--- src/rtl/alu_arbiter.sv ---
// alu_arbiter: round-robin sharing of one external combinational ALU between
// two requesters, with registered operands/result and a valid/ready response.
module alu_arbiter #(
    parameter int unsigned WIDTH = 32
) (
    input  logic             clk,
    input  logic             rst_n,

    input  logic             req0_valid,
    output logic             req0_ready,
    input  logic [WIDTH-1:0] req0_a,
    input  logic [WIDTH-1:0] req0_b,
    input  logic [2:0]       req0_f,

    input  logic             req1_valid,
    output logic             req1_ready,
    input  logic [WIDTH-1:0] req1_a,
    input  logic [WIDTH-1:0] req1_b,
    input  logic [2:0]       req1_f,

    output logic             resp0_valid,
    input  logic             resp0_ready,
    output logic             resp1_valid,
    input  logic             resp1_ready,
    output logic [WIDTH-1:0] resp_data,

    output logic [WIDTH-1:0] alu_a,
    output logic [WIDTH-1:0] alu_b,
    output logic [2:0]       alu_f,
    input  logic [WIDTH-1:0] alu_out
);

    localparam int unsigned FW = 3;

    typedef enum logic [1:0] {
        IDLE = 2'd0,
        EXEC = 2'd1,
        RESP = 2'd2
    } state_t;

    state_t            r_state;
    state_t            w_state_nxt;
    logic              r_owner;
    logic              r_last_served;
    logic [WIDTH-1:0]  r_op_a;
    logic [WIDTH-1:0]  r_op_b;
    logic [FW-1:0]     r_op_f;
    logic [WIDTH-1:0]  r_resp_data;

    logic              w_grant_vld;
    logic              w_grant_id;
    logic              w_accept;
    logic              w_owner_ready;

    // Round-robin grant: a tie goes to the requester not served last.
    always_comb begin
        w_grant_vld = 1'b0;
        w_grant_id  = 1'b0;
        if (req0_valid && req1_valid) begin
            w_grant_vld = 1'b1;
            w_grant_id  = ~r_last_served;
        end else if (req0_valid) begin
            w_grant_vld = 1'b1;
            w_grant_id  = 1'b0;
        end else if (req1_valid) begin
            w_grant_vld = 1'b1;
            w_grant_id  = 1'b1;
        end
    end

    // Ready is held low while reset is asserted so no accept is advertised then.
    assign w_accept      = rst_n && (r_state == IDLE) && w_grant_vld;
    assign req0_ready    = w_accept && !w_grant_id;
    assign req1_ready    = w_accept &&  w_grant_id;
    assign w_owner_ready = r_owner ? resp1_ready : resp0_ready;

    // Next-state logic.
    always_comb begin
        w_state_nxt = r_state;
        unique case (r_state)
            IDLE:    if (w_accept) w_state_nxt = EXEC;
            EXEC:    w_state_nxt = RESP;
            RESP:    if (w_owner_ready) w_state_nxt = IDLE;
            default: w_state_nxt = IDLE;
        endcase
    end

    // State register.
    always_ff @(posedge clk or negedge rst_n) begin
        if (!rst_n) r_state <= IDLE;
        else        r_state <= w_state_nxt;
    end

    // Operand capture on accept, result capture at the end of EXEC.
    always_ff @(posedge clk or negedge rst_n) begin
        if (!rst_n) begin
            r_op_a        <= '0;
            r_op_b        <= '0;
            r_op_f        <= '0;
            r_owner       <= 1'b0;
            r_last_served <= 1'b1;
            r_resp_data   <= '0;
        end else begin
            if (w_accept) begin
                r_op_a        <= w_grant_id ? req1_a : req0_a;
                r_op_b        <= w_grant_id ? req1_b : req0_b;
                r_op_f        <= w_grant_id ? req1_f : req0_f;
                r_owner       <= w_grant_id;
                r_last_served <= w_grant_id;
            end
            if (r_state == EXEC) begin
                r_resp_data <= alu_out;
            end
        end
    end

    assign alu_a       = r_op_a;
    assign alu_b       = r_op_b;
    assign alu_f       = r_op_f;
    assign resp_data   = r_resp_data;
    assign resp0_valid = (r_state == RESP) && !r_owner;
    assign resp1_valid = (r_state == RESP) &&  r_owner;

endmodule

--- config.mk ---
export PLATFORM = sky130hd
export DESIGN_NAME = alu_arbiter
export DESIGN_NICKNAME = d
export VERILOG_FILES = /design/src/rtl/alu_arbiter.sv
export SDC_FILE = /design/constraint.sdc
export NUM_CORES = 1
export LEC_CHECK = 0
export ABC_AREA = 1
export BUFFER_PORTS_ARGS = -buffer_cell sky130_fd_sc_hd__clkbuf_2
export CORE_MARGIN = 2
export CORE_UTILIZATION = 45
export CTS_CLUSTER_DIAMETER = 40
export DETAILED_ROUTE_END_ITERATION = 8
export PLACE_DENSITY = 0.79
export SYNTH_ARGS = -nofsm -noshare
export SYNTH_HDL_FRONTEND = slang
export SYNTH_SLANG_ARGS = --single-unit
export TNS_END_PERCENT = 10
--- constraint.sdc ---
create_clock -name clk -period 1.8 [get_ports clk]
set_input_delay 0.36 -clock clk [delete_from_list [all_inputs] [get_ports clk]]
set_output_delay 0.36 -clock clk [all_outputs]
set_load 0.05 [all_outputs]
# Word level (Yosys, flattened, before mapping)
# Cells that the tools add are included.
[totals] register_bits=103 input_bits=172 elab_cells=35
[op_classes] n_reduce_logical=11 n_bitwise=1 mux=12 eq_ne=4
[op_table] op="32-bit 2-to-1 mux" count=2
[op_table] op="1-bit logical AND" count=7
[op_table] op="1-bit 2-to-1 mux" count=6
[op_table] op="2-bit one-hot mux with 3 select lines" count=1
[op_table] op="2-bit 2-to-1 mux" count=2
[op_table] op="2-bit != test (second input constant)" count=2
[op_table] op="3-bit 2-to-1 mux" count=1
[op_table] op="2-bit by 1-bit equality test with 1-bit output (second input constant)" count=1
[op_table] op="2-bit equality test (second input constant)" count=1
[op_table] op="1-bit logical NOT" count=2
[op_table] op="2-bit logical NOT" count=1
[op_table] op="2-bit AND reduction" count=1
[op_table] op="1-bit NOT" count=1

# Longest topological paths before layout
# Gate-level depths: netlist of run 1.
[logic_depth] ltp_word=6 mapped_depth=8 ltp_nobuf=6

# Least setup slack after synthesis of run 1
# No wires, ideal clock.
[synth_timing] kind="flip-flop to output port" startpoint="reg r_last_served" endpoint="out req0_ready" t_arrival_ns=1.721 path_slack_ns=-0.281 path_stages_with_launch=7 n_path_buf=2 path_cell_list="dfstp_2 > nand2_1 > nand2_1 > buf_4 > buf_4 > inv_2 > nor2_1"
[synth_between] elab_chain_cells=4
[synth_rtl] item="start: declaration" line_no="44" text="logic r_last_served;"
[synth_rtl] item="start signal: assignment" line_no="109" text="r_last_served <= w_grant_id;"
[synth_rtl] item="1-bit NOT" line_no="61" text="w_grant_id = ~r_last_served;"
[synth_rtl] item="1-bit 2-to-1 mux" line_no="59" text="if (req0_valid && req1_valid) begin"
[synth_rtl] item="1-bit logical NOT" line_no="73" text="assign req0_ready = w_accept && !w_grant_id;"
[synth_rtl] item="1-bit logical AND" line_no="73"
[synth_rtl] item="end: declaration" line_no="10" text="output logic req0_ready,"
# No other way between the ends.

# Worst setup path after layout of run 1
[layout_timing] startpoint="reg r_state[1]" endpoint="out req1_ready"
[layout_between] elab_chain_cells=4
[layout_rtl] item="start: declaration" line_no="41" text="state_t r_state;"
[layout_rtl] item="start signal: assignment" line_no="91" text="else r_state <= w_state_nxt;"
[layout_rtl] item="2-bit logical NOT" line_no="72" text="assign w_accept = rst_n && (r_state == IDLE) && w_grant_vld;"
[layout_rtl] item="1-bit logical AND (2 in series)" line_no="72"
[layout_rtl] item="1-bit logical AND" line_no="74" text="assign req1_ready = w_accept && w_grant_id;"
[layout_rtl] item="end: declaration" line_no="16" text="output logic req1_ready,"
# No other way between the ends.

==> flow_metrics.env, run 1 <==
export IMPL_insertedDiodeCount=0
export IMPL_ir_worst_vdd_uv=1141
export IMPL_portBuffers=274
export IMPL_drt_first_pass_iters=5
export IMPL_cts_path_max_buffers=2
export IMPL_final_core_util_pct=62.39
export IMPL_cellPowerDensity_mw_per_mm2=2030
export IMPL_path_depth=4
export IMPL_antenna_found_initial=0
export IMPL_cts_tree="done"
export IMPL_rsz0062_at_grt="true"
export IMPL_die_w_um=108.7
export IMPL_post_drt_wl_per_cell_um=13.54
export IMPL_hold_path_class="in2async"
export IMPL_yosysUniqueCellTypes=15
export IMPL_netlist_top_cells_area="dfrtp_1, nand2_1, nand3_1"
export IMPL_drive_gt1_share_pct=34.55
export IMPL_grt_max_degree=104
export IMPL_drt_iter0_drc=245
export IMPL_tightest_slew_ns=0.6813
export IMPL_path_class="reg2out"
export IMPL_dieArea_mm2=0.01181
export IMPL_ios=275
export IMPL_cts_buffers=9
export IMPL_crit_buf_inv=1
export IMPL_grt_usage_pct=24.64
export IMPL_cpMostUsedCell="nor2_4"
export IMPL_initial_core_util_pct=45.89
export IMPL_placementRows=38
export IMPL_dp_hpwl_um=10350
export IMPL_grt_pass1_wl_um=22730
export IMPL_netlist_top_cell_by_area="dfrtp_1"
export IMPL_drt_wl_total_um=14550
export IMPL_insertion_delay_ns=0.36
export IMPL_gp_congestion=0.8529
export IMPL_path_delay_family="simple AND/OR/NAND/NOR gates"
export IMPL_period_minus_slack_ns=1.775
export IMPL_fill_cells=1005
export IMPL_hold_slack_ns=0.09785
export IMPL_syn_instance_count=674
export IMPL_fin_ws_ns=0.02484
export IMPL_hold_buffers=0
export IMPL_report_final_slew_viol_count=0
export IMPL_worstSetupEndpointType="output port"
export IMPL_arrival_ns=1.42
export IMPL_reg2regPathDepth=7
export IMPL_pre_cts_ws_ns=0.2141
export IMPL_syn_avg_cell_area_um2=7.316
export IMPL_ys_ff_latch=103
export IMPL_final_common_cell="nand2_1"
export IMPL_maxSlewHeadroom_pct=54.58
export IMPL_leakage_uw=0.004140
export IMPL_cts_root_buf="clkbuf_8"
export IMPL_synth_nets=846
export IMPL_netlist_area_leader_share_pct=51.76
export IMPL_maxCapViolCount=0
export IMPL_grt_overflow_total=0
export IMPL_layout_nets=1102
export IMPL_cts_sinks=103
export IMPL_core_area_mm2=0.01075
export IMPL_drc=0
export IMPL_fin_crit_sh_pct=98.62
export IMPL_finalSetupViolations=0
export IMPL_cp_slowest_cell="dfrtp_1"
export IMPL_crit_chain="nor2_4 -> nand2_2 -> nor2_4 -> buf_12"
export IMPL_routed_via_density=4.830
export IMPL_ys_warn_count=0
export IMPL_finalClockSkew_ns=0.01696
export IMPL_synth_cell_area_mm2=0.004931
export IMPL_grt_pass1_vias=4776
export IMPL_postRouteAntennaNets=0
export IMPL_synth_seq_area_share_pct=52.30
export IMPL_required_ns=1.44
export IMPL_htreeDepth=3
export IMPL_hold_viol=0
export IMPL_cp_max_fo=2
export IMPL_fmax_mhz=563.3
export IMPL_max_stage_delay_ns=0.44
export IMPL_die_y_um=108.7
export IMPL_cts_clk_slew_worst_paths_ns=0.11
export IMPL_seq_area_mm2=0.002579
export IMPL_multi_input_area_mm2=0.002140
export IMPL_area_delta_synth_final_pct=35.96
export IMPL_final_cell_mix="nand2_1, clkbuf_2, dfrtp_1"
export IMPL_num_vias=5192
export IMPL_start_kind="flop"
export IMPL_status="finished clean"
## Yosys cell counts
library cell  instances
nand3_1             100
nand2_1             410
inv_1                 2
nand3_2               1
buf_6                 3
nor2_1                5
clkbuf_1             14
dfrtp_1             102
dfstp_2               1
nor2_4                2
buf_2                24
buf_1                 3
nor2_2                1
inv_2                 4
buf_4                 2
## stage by stage
stage / instance area [um^2] / setup TNS, ns / power, uW / cells
6_report: 6704 / 0 / 13610 / 1075
5_1_grt: 6704 / -0.05472 / 14450 / 1075
4_1_cts: 6669 / -0.007399 / 13660 / 1074
2_1_floorplan: 4938 / -0.04839 / 9996 / 674
3_3_place_gp: 6410 / 0 / 11960 / 1055
3_5_place_dp: 6410 / 0 / 12070 / 1055
## per-layer routing
layer	wire, um	track usage (%)
met1	5714	29.65
met2	7087	41.52
met3	1259	6.396
met4	491	11.26
met5	0	0
## cell type report
cell class | count | share of cell area, %
well taps | 140 | 2.613
multi-input cells | 519 | 31.91
inverters | 6 | 0.3733
repair buffers | 291 | 23.61
clock inverters | 6 | 1.120
flip-flops and latches | 103 | 38.47
clock buffers | 10 | 1.904
## final timing paths
check                              startpoint            end  slack (ns)
worst max register to register  r_last_served       alu_b[2]        0.19
worst max-delay path               r_state[1]     req1_ready        0.02
max in group asynchronous               rst_n  resp_data[17]        1.27
worst min register to register   resp_data[3]   resp_data[3]        0.48
worst min-delay path                    rst_n      alu_a[12]         0.1
min in group clk                  alu_out[26]  resp_data[26]        0.22
## cell families after synthesis
family        count (synthesis)  synth area share, %
buf+inv                      52                5.176
simple gates                519                42.53
flops                       103                52.30
## report_power, final
| part | total [uW] | internal, uW | switching, uW |
|---|---|---|---|
| sequential | 4130 | 3450 | 673 |
| clock | 1490 | 667 | 824 |
| combinational | 7990 | 1760 | 6230 |
| total | 13600 | 5890 | 7720 |
## worst reg2reg max path, stage by stage, from the launching register on
cell and delay, ns:
dfstp_2 0.40, nand2_2 0.08, buf_4 0.11, buf_4 0.54, nand3_1 0.17, nand2_1 0.14
nand2_1 0.05, nand2_1 0.06
## state kept, by name (all words and copies together), names as in the netlist
| signal | cells |
|---|---|
| alu_a | 32 |
| r_state | 2 |
| r_last_served | 1 |
| alu_f | 3 |
| resp_data | 32 |
| alu_b | 32 |
| r_owner | 1 |
## what timing repair did
action / 4_1_cts / 5_1_grt
pin swaps: 3 / 3
setup buffers: 3 / 1
gates resized for setup: 8 / 9
setup endpoints to repair: 4 / 5
(Power assumes the default switching activity.)
==> run 2: changes to the inputs <==
ABC_AREA = unset   (was 1)
CORE_UTILIZATION = 44   (was 45)
PLACE_DENSITY = 0.81   (was 0.79)
==> run 2 against run 1 <==
  * The run now ends with setup timing left
  * Largest cell class unchanged
  * Sequential power is essentially flat
  * Synthesized cell count down 41%
  * Register-to-register slack worse by 0.10 ns
  * Global-route usage increased by 0.72 points
  * Count of clock-buffer cells in the layout rose by 1
  * Via count down 15%
  * Die area down 4.4%
  * Routed wire length is 1.1% lower
==> flow_metrics.env, run 2 <==
export IMPL_start_kind="flop"
export IMPL_comb_power_share_pct=58.3
export IMPL_maxSlewHeadroom_pct=52.19
export IMPL_finalClockSkew_ns=0.01004
export IMPL_startpoint="r_state[0]"
export IMPL_final_core_util_pct=63.39
export IMPL_routed_via_density=5.538
export IMPL_tightest_slew_ns=0.7171
export IMPL_period_minus_slack_ns=1.936
export IMPL_drt_iter0_drc=447
export IMPL_finalSetupViolations=2
export IMPL_swShare_pct=52.90
export IMPL_violations="setup timing"
export IMPL_synth_cell_area_mm2=0.004601
export IMPL_cts_clk_slew_worst_paths_ns=0.10
export IMPL_final_common_cell="clkbuf_2"
export IMPL_post_drt_wl_per_cell_um=17.98
export IMPL_num_vias=4436
export IMPL_grt_pass1_wl_um=22490
export IMPL_yosysUniqueCellTypes=21
export IMPL_drive_gt1_share_pct=55.79
export IMPL_maxCapViolCount=0
export IMPL_cp_max_fo=3
export IMPL_insertion_delay_ns=0.36
export IMPL_worstSetupEndpointType="output port"
export IMPL_syn_instance_count=396
export IMPL_netlist_top_cells_area="dfrtp_1, a221o_1, mux2_2"
export IMPL_hold_path_class="in2async"
export IMPL_cts_path_max_buffers=2
export IMPL_initial_core_util_pct=44.97
export IMPL_syn_avg_cell_area_um2=11.62
export IMPL_ys_ff_latch=103
export IMPL_arrival_ns=1.58
export IMPL_crit_chain="or3b_4 -> nor3b_4 -> buf_8"
export IMPL_grt_max_degree=58
export IMPL_grt_overflow_total=0
export IMPL_yosysMostFrequentCell="dfrtp_1"
export IMPL_cts_buffers=9
export IMPL_fin_ws_ns=-0.1364
export IMPL_final_cell_mix="clkbuf_2, dfrtp_1, nand2_1"
export IMPL_gp_congestion=0.8377
export IMPL_antenna_found_initial=0
export IMPL_synthTopCellsByCount="dfrtp_1, nand2_1, a221o_1"
export IMPL_grt_pass1_vias=4480
export IMPL_netlist_area_leader_share_pct=55.48
export IMPL_synth_seq_area_share_pct=56.05
export IMPL_insertedDiodeCount=0
export IMPL_p_sw_uw=7177
export IMPL_hold_viol=0
export IMPL_portBuffers=274
export IMPL_dp_cells=781
export IMPL_grt_usage_pct=25.36
export IMPL_synthFlopType="dfrtp_1"
export IMPL_wirelength_met1_um=5534
export IMPL_drc=0
export IMPL_ys_warn_count=0
export IMPL_synth_nets=568
export IMPL_pre_cts_ws_ns=0.09438
export IMPL_fmax_mhz=516.4
export IMPL_rsz0062_at_grt="true"
export IMPL_final_cells=801
export IMPL_drt_first_pass_iters=6
export IMPL_cellPowerDensity_mw_per_mm2=2092
export IMPL_clockPowerShare_pct=11.4
export IMPL_dp_hpwl_um=10640
export IMPL_die_w_um=106.3
export IMPL_ir_worst_vdd_uv=1247
export IMPL_placementRows=37
export IMPL_fin_crit_sh_pct=107.6
export IMPL_layout_nets=832
export IMPL_top_layer="met4"
export IMPL_status="finished with violations"
export IMPL_cts_root_buf="clkbuf_8"
export IMPL_placed_cell_area_mm2=0.006196
export IMPL_leakage_uw=0.003302
export IMPL_cp_slowest_cell="or3b_4"
export IMPL_dr_wl_met2_um=7488
export IMPL_postRouteAntennaNets=0
export IMPL_synth_edf_count=0
export IMPL_ios=275
export IMPL_cts_sinks=103
export IMPL_dr_wl_met3_um=1005
export IMPL_hold_slack_ns=0.05076
export IMPL_drt_wl_total_um=14400
export IMPL_r2r_start="r_state[0]"
export IMPL_cts_tree="done"
export IMPL_max_stage_delay_ns=0.42
export IMPL_final_cell_area_mm2=0.006485
export IMPL_report_final_slew_viol_count=0
export IMPL_seqPwrFrac_pct=30.3
export IMPL_async_flop_share_pct=100.0
export IMPL_p_int_uw=6388
export IMPL_htreeDepth=3
export IMPL_crit_buf_inv=1
export IMPL_path_delay_family="simple AND/OR/NAND/NOR gates"
export IMPL_required_ns=1.44
export IMPL_path_class="reg2out"
export IMPL_die_y_um=106.3
export IMPL_core_area_mm2=0.01023
export IMPL_dieArea_mm2=0.01129
export IMPL_area_delta_synth_final_pct=40.96
export IMPL_netlist_top_cell_by_area="dfrtp_1"
## run 2: worst reg2reg max path, delay by kind of cell (launching register included)
| kind | cells | cell delay [ns] |
|---|---|---|
| flops | 1 | 0.41 |
| compound gates | 1 | 0.17 |
| simple gates | 2 | 0.73 |
| buf+inv | 2 | 0.34 |
## run 2: worst paths after layout
path | to | cells past startpoint | slack (ns)
hold / removal | alu_b[21] | 2 | 0.05
setup reg to reg | alu_a[28] | 5 | 0.09
setup / recovery | req0_ready | 3 | -0.14
hold reg to reg | resp_data[5] | 1 | 0.52
max in group asynchronous | alu_a[1] | 3 | 0.66
min in group clk | resp_data[13] | 2 | 0.22
## run 2: layout make-up
type	count	area, um^2
fill	833	3746
timing repair buffer	296	1660
inverter	2	7.507
clock inverter	5	62.56
tap	136	170.2
clock buffer	11	151.4
multi-input combinational	248	1854
sequential	103	2579
## run 2: kinds of logic after synthesis
family	count (synthesis)	synth area share, %
multiplexers	33	8.077
AO/OA/AOI/OAI	71	15.12
flip-flops	103	56.05
AND/OR/NAND/NOR	144	16.13
buffers and inverters	45	4.623
## run 2: timing repair
action,in CTS,in global routing
buffers inserted,2,1
pin swaps,1,0
hold endpoints to repair,7,0
hold buffers,1,0
resized for setup,6,8
setup endpoints to repair,2,4
## run 2: power groups by stage
stage | Combinational (uW) | Clock [uW] | Sequential [uW]
2_1_floorplan | 2010 | 0 | 7850
3_3_place_gp | 7710 | 0 | 4070
3_5_place_dp | 7840 | 0 | 4120
4_1_cts | 7900 | 1580 | 4100
5_1_grt | 8240 | 1680 | 4230
6_report | 7910 | 1540 | 4120
## run 2: routing by layer
| metal | up-vias | GRT usage [%] |
|---|---|---|
| met5 | - | 0 |
| met1 | 2178 | 30.97 |
| met3 | 29 | 4.537 |
| li1 | 1997 | - |
| met4 | 0 | 11.09 |
| met2 | 232 | 43.91 |
## run 2: metrics by stage
step,setup TNS (ns),total power [uW]
after floorplan,-0.1882,9863
after global placement,0,11780
after detailed placement,0,11970
after CTS,-0.2938,13580
after global routing,-0.4102,14150
final,-0.1410,13570
==> run 3: changes to the inputs <==
REMOVE_ABC_BUFFERS = 1   (was unset)
==> run 3 against run 2 <==
  * The run still ends with setup timing left
  * Power down 0.51%
  * Maximum frequency is 1.4% lower
  * Register-to-register slack better by 0.05 ns
  * Non-clock buffer count decreased by 3
  * Critical path depth grew 1
  * Die area did not move
  * Clock power is 3% lower
  * Combinational power fell by 1%
  * Cell count fell by 0.37%
  * Worst setup slack worse by 0.028 ns
  * Count of clock-buffer cells in the layout stayed put
==> flow_metrics.env, run 3 (synthesized netlist as in run 2, its figures left out) <==
export IMPL_drt_iter0_drc=203
export IMPL_finalClockSkew_ns=0.01414
export IMPL_fmax_mhz=509.0
export IMPL_die_w_um=106.3
export IMPL_gp_congestion=0.8223
export IMPL_routed_via_density=5.499
export IMPL_insertedDiodeCount=0
export IMPL_cts_root_buf="clkbuf_8"
export IMPL_leakage_uw=0.003278
export IMPL_cts_clk_slew_worst_paths_ns=0.10
export IMPL_required_ns=1.44
export IMPL_power_total_uw=13500
export IMPL_grt_pass1_vias=4174
export IMPL_final_cell_mix="clkbuf_2, dfrtp_1, nand2_1"
export IMPL_portBuffers=274
export IMPL_postRouteAntennaNets=0
export IMPL_hold_viol=0
export IMPL_insertion_delay_ns=0.36
export IMPL_regToRegSetupSlack_ns=0.14
export IMPL_core_area_mm2=0.01023
export IMPL_area_delta_synth_final_pct=39.95
export IMPL_fin_ws_ns=-0.1647
export IMPL_dp_hpwl_um=10350
export IMPL_path_class="reg2out"
export IMPL_drt_wl_total_um=14020
export IMPL_grt_usage_pct=23.96
export IMPL_worstSetupEndpointType="output port"
export IMPL_drive_gt1_share_pct=55.44
export IMPL_final_cells=798
export IMPL_antenna_found_initial=0
export IMPL_rsz0062_at_grt="true"
export IMPL_maxSlewHeadroom_pct=56.12
export IMPL_num_vias=4388
export IMPL_fin_crit_sh_pct=109.2
export IMPL_grt_max_degree=67
export IMPL_report_final_slew_viol_count=0
export IMPL_finalSetupViolations=2
export IMPL_status="finished with violations"
export IMPL_dieArea_mm2=0.01129
export IMPL_layout_nets=829
export IMPL_cellPowerDensity_mw_per_mm2=2096
export IMPL_ir_worst_vdd_uv=1312
export IMPL_violations="setup timing"
export IMPL_final_common_cell="clkbuf_2"
export IMPL_post_drt_wl_per_cell_um=17.57
export IMPL_grt_pass1_wl_um=21320
export IMPL_tightest_slew_ns=0.6583
export IMPL_maxCapViolCount=0
export IMPL_cts_tree="done"
export IMPL_drt_first_pass_iters=4
export IMPL_initial_core_util_pct=44.97
export IMPL_cts_buffers=9
export IMPL_period_minus_slack_ns=1.965
export IMPL_placementRows=37
export IMPL_drc=0
export IMPL_cts_path_max_buffers=2
export IMPL_cts_sinks=103
export IMPL_fill_cells=828
export IMPL_die_y_um=106.3
export IMPL_grt_overflow_total=0
export IMPL_hold_path_class="in2async"
export IMPL_arrival_ns=1.60
export IMPL_htreeDepth=3
export IMPL_dp_cells=778
export IMPL_cp_max_fo=3
export IMPL_tns_ns=-0.3021
export IMPL_start_kind="flop"
export IMPL_ios=275
==> run 3: per-layer routing <==
metal,global-route usage (%),wire length [um],share of wire (%),vias to the layer above
met4,8.553,282,2.0,0
met1,29.92,5449,39,2144
met3,4.353,1070,7.6,25
li1,-,-,-,1992
met5,0,0,0,-
met2,41.62,7216,51,227
==> run 3: metrics by stage <==
stage | instance area [um^2] | utilization [%] | setup slack [ns] | hold slack, ns
6_report | 6439 | 62.93 | -0.1647 | 0.1171
5_1_grt | 6439 | 62.93 | -0.2317 | 0.1529
4_1_cts | 6422 | 62.77 | -0.2006 | -0.2373
3_5_place_dp | 6165 | 60.25 | 0.02561 | 0.1606
3_3_place_gp | 6165 | 60.25 | 0.06837 | 0.1575
2_1_floorplan | 4395 | - | -2.719 | 0.06441
==> run 3: final cells by class <==
class	instances	area [um^2]	share of cell area [%]
clock buffer	11	141.4	2.196
clock inverter	5	63.81	0.9911
inverter	2	7.507	0.1166
multi-input combinational	248	1851	28.74
sequential	103	2579	40.05
tap	136	170.2	2.643
timing repair buffer	293	1627	25.26
==> run 3: worst paths after layout <==
path	from	to	cells past startpoint
max in group asynchronous	rst_n	resp_data[9]	3
min in group clk	req1_b[20]	alu_b[20]	2
hold reg to reg	resp_data[25]	resp_data[25]	1
setup / recovery	r_state[0]	req0_ready	4
hold / removal	rst_n	alu_b[25]	2
setup reg to reg	r_state[0]	alu_a[25]	5
==> run 3: what timing repair did <==
| item | in CTS | in global routing |
|---|---|---|
| endpoints found under the setup margin | 3 | 3 |
| pin swaps | 1 | 0 |
| gates resized for setup | 7 | 3 |
| hold endpoints to repair | 2 | 2 |
| buffers inserted | 3 | 0 |
==> run 3: worst max-delay path, stage by stage (launching register included) <==
cell and delay, ns:
dfrtp_1 0.41, or3b_4 0.40, nor3b_2 0.17, buf_4 0.14, buf_12 0.13
==> run 3: power breakdown <==
group	switching (uW)	total [uW]	internal, uW	leakage [uW]
combinational	5640	7830	2200	0.00192
sequential	727	4170	3440	0.00125
clock	800	1500	695	0.000101
total	7170	13500	6330	0.00328
